--- config.mk ---
export PLATFORM = sky130hd
export DESIGN_NAME = hash_table_bucket_mm
export DESIGN_NICKNAME = d
export VERILOG_FILES = /design/src/rtl/hash_table_bucket_mm_pkg.sv /design/src/rtl/hash_table_bucket_mm_match.sv /design/src/rtl/hash_table_bucket_mm_ram.sv /design/src/rtl/hash_table_bucket_mm.sv
export SDC_FILE = /design/constraint.sdc
export NUM_CORES = 2
export LEC_CHECK = 0
export BUFFER_PORTS_ARGS = -buffer_cell sky130_fd_sc_hd__buf_2
export CORE_MARGIN = 1.5
export CORE_UTILIZATION = 56
export DETAILED_ROUTE_END_ITERATION = 7
export PLACE_DENSITY = 0.74
export SLEW_MARGIN = 20
export SYNTH_ARGS = -nofsm -noshare
export SYNTH_HDL_FRONTEND = slang
export SYNTH_SLANG_ARGS = --single-unit
--- constraint.sdc ---
create_clock -name clk -period 28.5 [get_ports clk]
set_input_delay 2.85 -clock clk [delete_from_list [all_inputs] [get_ports clk]]
set_output_delay 2.85 -clock clk [all_outputs]
set_load 0.1 [all_outputs]
--- src/rtl/hash_table_bucket_mm_pkg.sv ---
// Shared types and helpers for the bucket hash table.
package hash_table_pkg;

   typedef enum logic [2:0] {
      CLEAR  = 3'd0,
      B_IDLE = 3'd1,
      B_WR   = 3'd2,
      P_IDLE = 3'd3,
      P_CMP  = 3'd4,
      P_EMIT = 3'd5
   } state_t;

   // Widest bucket the slot-select helper can handle.
   localparam int unsigned MAX_SLOTS = 32;
   localparam int unsigned IDX_W     = $clog2(MAX_SLOTS);

   // Default geometry.
   localparam int unsigned DEF_TUPLE_WIDTH    = 64;
   localparam int unsigned DEF_TUPLES_PER_ROW = 4;
   localparam int unsigned DEF_CNT_W          = $clog2(DEF_TUPLES_PER_ROW + 1);
   localparam int unsigned DEF_ROW_WIDTH      = DEF_TUPLES_PER_ROW * DEF_TUPLE_WIDTH + DEF_CNT_W;

   function automatic int unsigned cnt_width(input int unsigned slots);
      return $clog2(slots + 1);
   endfunction

   function automatic int unsigned row_width(input int unsigned tuple_w, input int unsigned slots);
      return slots * tuple_w + cnt_width(slots);
   endfunction

   // Index of the lowest set bit; 0 when the mask is empty.
   function automatic logic [IDX_W-1:0] lowest_set(input logic [MAX_SLOTS-1:0] mask);
      logic              found;
      logic [IDX_W-1:0]  idx;
      found = 1'b0;
      idx   = '0;
      for (int unsigned i = 0; i < MAX_SLOTS; i++) begin
         if (mask[i] && !found) begin
            idx   = IDX_W'(i);
            found = 1'b1;
         end
      end
      return idx;
   endfunction

endpackage

--- src/rtl/hash_table_bucket_mm_match.sv ---
// Combinational key compare across all occupied slots of one bucket.
module bucket_match_unit
   import hash_table_pkg::*;
#(
   parameter int unsigned TUPLE_WIDTH    = DEF_TUPLE_WIDTH,
   parameter int unsigned KEY_WIDTH      = 32,
   parameter int unsigned TUPLES_PER_ROW = DEF_TUPLES_PER_ROW,
   parameter int unsigned CNT_W          = $clog2(TUPLES_PER_ROW + 1)
) (
   input  logic [TUPLES_PER_ROW*TUPLE_WIDTH-1:0] slots,
   input  logic [CNT_W-1:0]                      count,
   input  logic [KEY_WIDTH-1:0]                  key,
   output logic [TUPLES_PER_ROW-1:0]             mask
);

   // Slots at or above the fill count hold stale data and never match.
   always_comb begin
      mask = '0;
      for (int unsigned s = 0; s < TUPLES_PER_ROW; s++) begin
         mask[s] = (CNT_W'(s) < count) &&
                   (slots[s*TUPLE_WIDTH +: KEY_WIDTH] == key);
      end
   end

endmodule

--- src/rtl/hash_table_bucket_mm_ram.sv ---
// Simple dual-port RAM, one write port, one read port, registered read.
module simple_dual_port_ram_single_clock #(
   parameter int unsigned DATA_WIDTH = 8,
   parameter int unsigned ADDR_WIDTH = 3
) (
   input  logic                  clk,
   input  logic                  we,
   input  logic [ADDR_WIDTH-1:0] waddr,
   input  logic [DATA_WIDTH-1:0] wdata,
   input  logic [ADDR_WIDTH-1:0] raddr,
   output logic [DATA_WIDTH-1:0] q
);

   logic [DATA_WIDTH-1:0] mem [0:(1 << ADDR_WIDTH)-1];

   // Write and read-before-write registered read.
   always_ff @(posedge clk) begin
      if (we) begin
         mem[waddr] <= wdata;
      end
      q <= mem[raddr];
   end

endmodule

--- src/rtl/hash_table_bucket_mm.sv ---
// Bucket hash table for one join partition: clear, build, probe with multi-match output.
module hash_table_bucket_mm
   import hash_table_pkg::*;
#(
   parameter int unsigned TUPLE_WIDTH    = 64,
   parameter int unsigned KEY_WIDTH      = 32,
   parameter int unsigned ROW_BITS       = 3,
   parameter int unsigned TUPLES_PER_ROW = 4,
   parameter int unsigned CNT_W          = $clog2(TUPLES_PER_ROW + 1)
) (
   input  logic                     clk,
   input  logic                     reset,
   input  logic                     in_build_valid,
   output logic                     in_build_ready,
   input  logic [TUPLE_WIDTH-1:0]   in_build_data,
   input  logic [31:0]              in_build_hash,
   input  logic                     in_build_last,
   input  logic                     in_probe_valid,
   output logic                     in_probe_ready,
   input  logic [TUPLE_WIDTH-1:0]   in_probe_data,
   input  logic [31:0]              in_probe_hash,
   input  logic [63:0]              in_probe_serialnum,
   input  logic                     in_probe_last,
   output logic                     out_valid,
   input  logic                     out_ready,
   output logic [2*TUPLE_WIDTH-1:0] out_data,
   output logic [63:0]              out_serialnum,
   output logic                     out_was_joined,
   output logic                     out_last,
   output logic                     overflow,
   output logic [31:0]              drop_count
);

   localparam int unsigned NUM_ROWS  = 1 << ROW_BITS;
   localparam int unsigned SLOT_BITS = TUPLES_PER_ROW * TUPLE_WIDTH;
   localparam int unsigned ROW_WIDTH = SLOT_BITS + CNT_W;
   localparam logic [CNT_W-1:0]    FULL     = CNT_W'(TUPLES_PER_ROW);
   localparam logic [ROW_BITS-1:0] LAST_ROW = ROW_BITS'(NUM_ROWS - 1);

   state_t                     state;
   logic [ROW_BITS-1:0]        clr_idx;
   logic [ROW_BITS-1:0]        build_row;
   logic [TUPLE_WIDTH-1:0]     build_data;
   logic                       build_last_q;
   logic [TUPLE_WIDTH-1:0]     probe_data;
   logic [63:0]                probe_serial;
   logic                       probe_last_q;
   logic [TUPLES_PER_ROW-1:0]  mask_q;
   logic                       hit_q;
   logic [SLOT_BITS-1:0]       slots_q;

   logic                       we;
   logic [ROW_BITS-1:0]        waddr;
   logic [ROW_BITS-1:0]        raddr;
   logic [ROW_WIDTH-1:0]       wdata;
   logic [ROW_WIDTH-1:0]       q;
   logic [CNT_W-1:0]           rd_count;
   logic [SLOT_BITS-1:0]       rd_slots;
   logic [TUPLES_PER_ROW-1:0]  mask_now;

   logic [IDX_W-1:0]           beat_idx;
   logic [TUPLES_PER_ROW-1:0]  mask_rest;
   logic                       final_beat;
   logic [TUPLE_WIDTH-1:0]     beat_build;

   logic                       unused_hash_bits;

   assign unused_hash_bits = ^{in_build_hash[31:ROW_BITS], in_probe_hash[31:ROW_BITS]};

   assign rd_count = q[ROW_WIDTH-1 -: CNT_W];
   assign rd_slots = q[SLOT_BITS-1:0];

   // Reads are only meaningful in B_IDLE (build hash) and P_IDLE (probe hash).
   assign raddr = (state == B_IDLE) ? in_build_hash[ROW_BITS-1:0]
                                    : in_probe_hash[ROW_BITS-1:0];

   simple_dual_port_ram_single_clock #(
      .DATA_WIDTH (ROW_WIDTH),
      .ADDR_WIDTH (ROW_BITS)
   ) u_ram (
      .clk   (clk),
      .we    (we),
      .waddr (waddr),
      .wdata (wdata),
      .raddr (raddr),
      .q     (q)
   );

   bucket_match_unit #(
      .TUPLE_WIDTH    (TUPLE_WIDTH),
      .KEY_WIDTH      (KEY_WIDTH),
      .TUPLES_PER_ROW (TUPLES_PER_ROW),
      .CNT_W          (CNT_W)
   ) u_match (
      .slots (rd_slots),
      .count (rd_count),
      .key   (probe_data[KEY_WIDTH-1:0]),
      .mask  (mask_now)
   );

   // RAM write port: zero rows while clearing, slot insert plus count bump in B_WR.
   always_comb begin
      we    = 1'b0;
      waddr = build_row;
      wdata = q;
      if (state == CLEAR) begin
         we    = 1'b1;
         waddr = clr_idx;
         wdata = '0;
      end else if (state == B_WR && rd_count < FULL) begin
         we = 1'b1;
         for (int unsigned s = 0; s < TUPLES_PER_ROW; s++) begin
            if (CNT_W'(s) == rd_count) begin
               wdata[s*TUPLE_WIDTH +: TUPLE_WIDTH] = build_data;
            end
         end
         wdata[ROW_WIDTH-1 -: CNT_W] = rd_count + CNT_W'(1);
      end
   end

   // Current emit beat: lowest remaining match slot, and whether it is the last one.
   always_comb begin
      beat_idx   = lowest_set(MAX_SLOTS'(mask_q));
      mask_rest  = mask_q;
      beat_build = '0;
      for (int unsigned s = 0; s < TUPLES_PER_ROW; s++) begin
         if (IDX_W'(s) == beat_idx) begin
            mask_rest[s] = 1'b0;
            beat_build   = slots_q[s*TUPLE_WIDTH +: TUPLE_WIDTH];
         end
      end
      final_beat = !hit_q || (mask_rest == '0);
   end

   // Outputs decode from state so everything is zero outside P_EMIT and stable under backpressure.
   always_comb begin
      in_build_ready = (state == B_IDLE);
      in_probe_ready = (state == P_IDLE);
      out_valid      = (state == P_EMIT);
      out_data       = '0;
      out_serialnum  = '0;
      out_was_joined = 1'b0;
      out_last       = 1'b0;
      if (state == P_EMIT) begin
         out_data       = {(hit_q ? beat_build : {TUPLE_WIDTH{1'b0}}), probe_data};
         out_serialnum  = probe_serial;
         out_was_joined = hit_q;
         out_last       = final_beat && probe_last_q;
      end
   end

   // Control FSM and captured tuple state.
   always_ff @(posedge clk or posedge reset) begin
      if (reset) begin
         state        <= CLEAR;
         clr_idx      <= '0;
         build_row    <= '0;
         build_data   <= '0;
         build_last_q <= 1'b0;
         probe_data   <= '0;
         probe_serial <= '0;
         probe_last_q <= 1'b0;
         mask_q       <= '0;
         hit_q        <= 1'b0;
         slots_q      <= '0;
         overflow     <= 1'b0;
         drop_count   <= '0;
      end else begin
         case (state)
            CLEAR: begin
               clr_idx <= clr_idx + ROW_BITS'(1);
               if (clr_idx == LAST_ROW) begin
                  state <= B_IDLE;
               end
            end
            B_IDLE: begin
               if (in_build_valid) begin
                  build_data   <= in_build_data;
                  build_row    <= in_build_hash[ROW_BITS-1:0];
                  build_last_q <= in_build_last;
                  state        <= B_WR;
               end else if (in_build_last) begin
                  state <= P_IDLE;
               end
            end
            B_WR: begin
               if (rd_count >= FULL) begin
                  overflow <= 1'b1;
                  if (drop_count != '1) begin
                     drop_count <= drop_count + 32'd1;
                  end
               end
               state <= build_last_q ? P_IDLE : B_IDLE;
            end
            P_IDLE: begin
               if (in_probe_valid) begin
                  probe_data   <= in_probe_data;
                  probe_serial <= in_probe_serialnum;
                  probe_last_q <= in_probe_last;
                  state        <= P_CMP;
               end
            end
            P_CMP: begin
               mask_q  <= mask_now;
               hit_q   <= |mask_now;
               slots_q <= rd_slots;
               state   <= P_EMIT;
            end
            P_EMIT: begin
               if (out_ready) begin
                  if (final_beat) begin
                     if (probe_last_q) begin
                        state      <= CLEAR;
                        clr_idx    <= '0;
                        overflow   <= 1'b0;
                        drop_count <= '0;
                     end else begin
                        state <= P_IDLE;
                     end
                  end else begin
                     mask_q <= mask_rest;
                  end
               end
            end
            default: state <= CLEAR;
         endcase
      end
   end

endmodule

Yosys cells after proc, flatten, opt, wreduce, memory -nomap -nowiden
Memories as Yosys holds them, arrays and structs flattened. A register that Yosys moved wholly into a read port is not among the register bits.
Index checks and enable logic that the tools add are counted.
- register bits after elaboration: 497
- RAM bits: 2072
- logic and storage cells: 136
- input bits: 263
- output and inout port bits: 230
- memories: 1
- memory list (memory ; words ; bits a word ; rd ports ; clocked after memory_dff ; write ports ; RTL line ; source):
    u_ram.mem ; 8 ; 259 ; 1 ; 1 ; 1 ; hash_table_bucket_mm_ram.sv:14 ; logic [DATA_WIDTH-1:0] mem [0:(1 << ADDR_WIDTH)-1];
- add/sub/neg operators: 3
- multiplexer cells: 58
- equality and inequality tests: 26
- $lt $le $gt $ge: 6
- reductions and logical operators: 29
- operators with widths (operator ; number):
    $mux 64 ; 10
    $mux 259 ; 2
    $mux 32 ; 5
    $eq 32x32->1 ; 4
    $mux 128 ; 1
    $pmux 32 s2 ; 1
    $mux 3 ; 11
    $add 32x1->32 const B ; 1
    $ne 32x32->1 const B ; 1
    $mux 1 ; 18
    $pmux 3 s6 ; 1
    $ne 2x1->1 const B ; 6
    $eq 2x5->1 const A ; 2
    $mux 5 ; 2
    $reduce_and 5->1 ; 2
    $eq 3x3->1 const B ; 3
    $logic_and 1x1->1 ; 9
    $mux 4 ; 2
    $pmux 4 s2 ; 1
    $add 3x1->3 const B ; 2
    $eq 2x3->1 const A ; 2
    $eq 3x2->1 const B ; 2
    $logic_not 3->1 ; 2
    $lt 1x3->1 const A ; 2
    other kinds (21) ; 30

Logic depth before layout (Yosys ltp)
- depth after elaboration: 17
- gate-level depth with buffers: 9
- mapped depth without buffers: 7

Modules after synthesis
From an unflattened synthesis, not the netlist that was laid out.
- cell total of the unflattened synthesis: 6051
- area, all modules: 109786.5 um^2
- modules (own cells, without submodules) (module ; cells an instance ; sequential area each (um^2) ; instances ; area each (um^2)):
    simple_dual_port_ram_single_clock ; 3266 ; 67404.6 ; 1 ; 82705.6
    hash_table_bucket_mm ; 2608 ; 12436.9 ; 1 ; 25663.4
    bucket_match_unit ; 177 ; 0.0 ; 1 ; 1417.6

Least setup slack after synthesis
Ideal clock, no wire load.
- kind: flip-flop to flip-flop
- start point: register state[1]
- end point: memory u_ram.mem[3][0] (netlist name), enable pin
- stages on the path, launching flop included: 7
- buffers on the path: 2
- clock period less this slack: 13247 ps
- required time: 27616 ps
- arrival: 12363 ps
- library setup time: 884 ps
- setup slack: 15253 ps
- path through: dfrtp_1 -> buf_2 -> nor3b_1 -> nor2b_1 -> buf_1 -> a22oi_1 -> nor2_1
- word-level cells in the longest chain between the ends: 6
- elaborated cells between the ends (all ways): 8
- classes of those cells: eq/ne: 1; mux: 5; reduce/logical: 2
- RTL lines (what ; RTL line ; source):
    from (decl) ; hash_table_bucket_mm.sv:40 ; state_t state;
    from (signal assigned) ; hash_table_bucket_mm.sv:193 ; state <= build_last_q ? P_IDLE : B_IDLE;
    $eq 3x2->1 ; hash_table_bucket_mm.sv:110 ; end else if (state == B_WR && rd_count < FULL) begin
    $logic_and 1x1->1 ; hash_table_bucket_mm.sv:110 ;
    $mux 1 ; hash_table_bucket_mm.sv:110 ;
    $mux 1 ; hash_table_bucket_mm.sv:106 ; if (state == CLEAR) begin
    $mux 1 ; hash_table_bucket_mm_ram.sv:18 ; if (we) begin
    $mux 1 (not written as such) ; hash_table_bucket_mm_ram.sv:19 ; mem[waddr] <= wdata;
    to (decl) ; hash_table_bucket_mm_ram.sv:14 ;
Parallel ways exist; a longest one is shown, timed or not.

Worst setup path after layout
- start point: register state[2]
- end point: output out_data[91]
- word-level cells in the longest chain between the ends: 2
- RTL lines (what ; RTL line ; source):
    $eq 3x3->1 ; hash_table_bucket_mm.sv:144 ; if (state == P_EMIT) begin
    $mux 128 ; hash_table_bucket_mm.sv:144 ;
    to (decl) ; hash_table_bucket_mm.sv:26 ; output logic [2*TUPLE_WIDTH-1:0] out_data,
Every way passes these cells.

==> metrics.txt <==
status=finished, final reports clean; fraction of registers with async set/reset=between 10% and 20%; drt pass-1 iters=6; grt total ovfl=0; Final Hold Viols=0; worst-margin pin slew=1.21 ns; CP Cell Sequence=nand3b_1 -> inv_4 -> and2_4 -> buf_4 -> o221ai_1 -> a31oi_1 -> buf_2; Vias/cell=6.22; R2R cell count=9; Setup Crit Path Kind=reg2out; Die X-Extent=445 um; ys flop type=edfxtp_1; number of synthesized flops with an enable pin=2072; leakage=around 45 nW; RSZ-0062 raised after global routing=false; WP data required=~26 ns; Clock Skews=between 0.06 and 0.07 ns; GRT Total Usage=between 20% and 30%; Num CTS Buffers=294; Reg clk slew, reported paths=roughly 0.060 ns; grt peak-use layer=met2; Pins Over Slew Limit=0; H-tree levels=5; Final Cycle Share=between 30% and 40%; CP bufs+invs=3; CP Capture Type=output pin; cell taking the most area after synthesis=edfxtp_1; Final Hold Slack=slightly below 0.4 ns; Critical R2R Launch=state[2]; crit path launch type=flip-flop; WP depth=7; commonest non-fill, non-tap cells in the layout=2072 x edfxtp_1, 1439 x nand2_1, 518 x mux4_2, 497 x dfrtp_1, 455 x mux2_2; area grow syn2layout=13.0%; # Max-Cap Violations=0; Period minus WS final=9.01 ns; clock sinks=~2800; layout cells sized above 1=between 20% and 30%; M2 GR Usage=a little under half; Tot Pwr=around 14 mW; vias in the first global route=62200; final setup fails=0; most common cell after layout, fill and taps aside=edfxtp_1; GRT met1 Usage=around 37%; top-area cell type share of the netlist area=56.8%; CP Max Fanout=46; post-CTS setup repair buffer count=0; placed insts=9326; post-DR wirelength/cell=approximately 28 um; Mapped Area=about 110000 um^2; Core Area=approximately 190000 um^2; post-CTS sizing=0; Initial Util=~56%; Synth Warn #=0; DRC errors left=0; relative slew slack=between 10% and 20%; syn_area_per_cell=between 15 and 20 um^2; clk root buf=clkbuf_16; Post-CTS Hold Fix Bufs=0; die footprint=around 200000 um^2; HPWL Detailed=144000 um; CP startpoint=state[2]; Crit path max-delay family=buffers and inverters; Post-DRT Antenna Nets=0; Placement Cell Area=between 100000 and 150000 um^2; CP max-delay cell=buf_4; top post-synthesis cells by area=edfxtp_1 57%, dfrtp_1 11%, mux4_2 11%; met3 usage=between 5 and 6%; IO buf count=about 430; PwrDens=roughly 120 nW/um^2; Yosys cell types=between 50 and 60; CTS tree=yes; I/O Pins=approximately 500; VDD IR max=between 0.09 and 0.1 mV; TNS Setup=0 ns; DR vias=61300; largest net degree at the start of global routing=around 180; clk buf depth=4; crit path capture=out_data[91]; reg-to-reg endpoint=u_ram.q[12]; #FFs+latches synth=roughly 2800; first-pass GRT wire length=roughly 410000 um; antenna violations before repair=5; CP arrival=between 6 and 7 ns; nets=approximately 7300; fmax=about 110 MHz; initial DRC count=7240; clock latency on the worst-skew pair=between 0.9 and 1 ns; design area=124000 um^2; R2R setup slack=22.67 ns; die height=between 400 and 500 um; Layout fillers=13300; Core Rows=between 150 and 200; non-filler instance count after layout=roughly 9800; WL final=278000 um; Mapped Cells=between 6000 and 7000; slowest stage delay, CP=slightly above 0.8 ns; Post-Syn Nets=a little under 7000; sequential fraction of the synthesis area=72.8%; Final GP Congestion=0.850; Worst Hold Class=reg2reg
[where the power goes]
part / switching (mW) / internal [mW] / total, mW
clock network: 1.54 / 2.16 / 3.70
registers: 0.655 / 6.06 / 6.71
logic: 2.71 / 1.37 / 4.08
[flip-flops by register name, indices dropped and copies added (netlist names)]
| signal | cells |
|---|---|
| mask_q | 4 |
| hit_q | 1 |
| build_row | 3 |
| build_data | 64 |
| probe_serial | 64 |
| clr_idx | 3 |
| probe_data | 64 |
| state | 3 |
| u_ram.q | 259 |
| slots_q | 256 |
| drop_count | 32 |
| build_last_q | 1 |
| overflow | 1 |
| u_ram.mem | 2072 |
| probe_last_q | 1 |
[worst min-delay path: cells and delay by family, from the launching register on]
family        cells  cell delay [ns]
simple gates      2             0.09
flops             1             0.31
[synth_stat cells (6+ instances only)]
library cell and instances:
edfxtp_1 2072, nand2_1 1445, mux4_2 518, dfrtp_1 497
mux2_2 455, clkbuf_1 307, a21oi_1 270, dfxtp_1 259
and2_1 138, xor2_1 109, a31oi_1 73, buf_2 73
o221ai_1 64, nor2_1 47, xnor2_1 34, nor4_1 29
nand3_1 26, o21ai_0 22, buf_1 19, nand4_1 19
nor3_1 14, inv_1 12, and3_1 8, o31ai_1 8
ha_1 6, or4_1 6
[routing by layer]
metal	wire length [um]	up-vias	part of all wire [%]
met5	13	-	0.0047
met4	16000	2	5.8
met3	25900	666	9.3
met2	134000	3398	48
met1	103000	31600	37
li1	-	25500	-
[area by class of cell]
class	instances	area [um^2]	share of cell area, %
clock buffers	391	8120	6.56
diodes	4	10.0	0.00808
well taps	2624	3280	2.65
repair buffers	525	3080	2.48
multi-input cells	3338	28300	22.9
flip-flops and latches	2828	79800	64.5
inverters	12	55.1	0.0445
clock inverters	126	1100	0.887
[cells by family (layout without fill, tap and decap cells)]
logic type,Yosys count,after routing,synth area share (%)
AO/OA/AOI/OAI,456,456,2.45
multiplexers,977,977,15.4
flip-flops,2828,2828,72.8
XOR/XNOR,143,143,1.14
AND/OR/NAND/NOR,1755,1755,6.61
buffers and inverters,414,1054,1.52
adder cells (fa/ha/maj),7,7,0.0776
other,0,4,0
[how the worst min path moves through the flow]
stage	from	to	slack, ns	cells after the start
2_1_floorplan	u_ram.q[100]	slots_q[100]	0.41	2
3_3_place_gp	u_ram.q[50]	slots_q[50]	0.42	2
3_5_place_dp	u_ram.q[121]	slots_q[121]	0.42	2
4_1_cts	u_ram.q[41]	slots_q[41]	0.40	2
5_1_grt	u_ram.q[165]	slots_q[165]	0.42	2
6_report	u_ram.q[41]	slots_q[41]	0.39	2
[metrics by stage]
stage               worst slack [ns]  util [%]
floorplan                      11.78         -
global placement               20.39      58.8
detailed placement             20.38      58.8
CTS                            19.56      63.5
global route                   19.52      63.6
finish                         19.49      63.6
No activity file was read; power rests on OpenSTA's default activity.
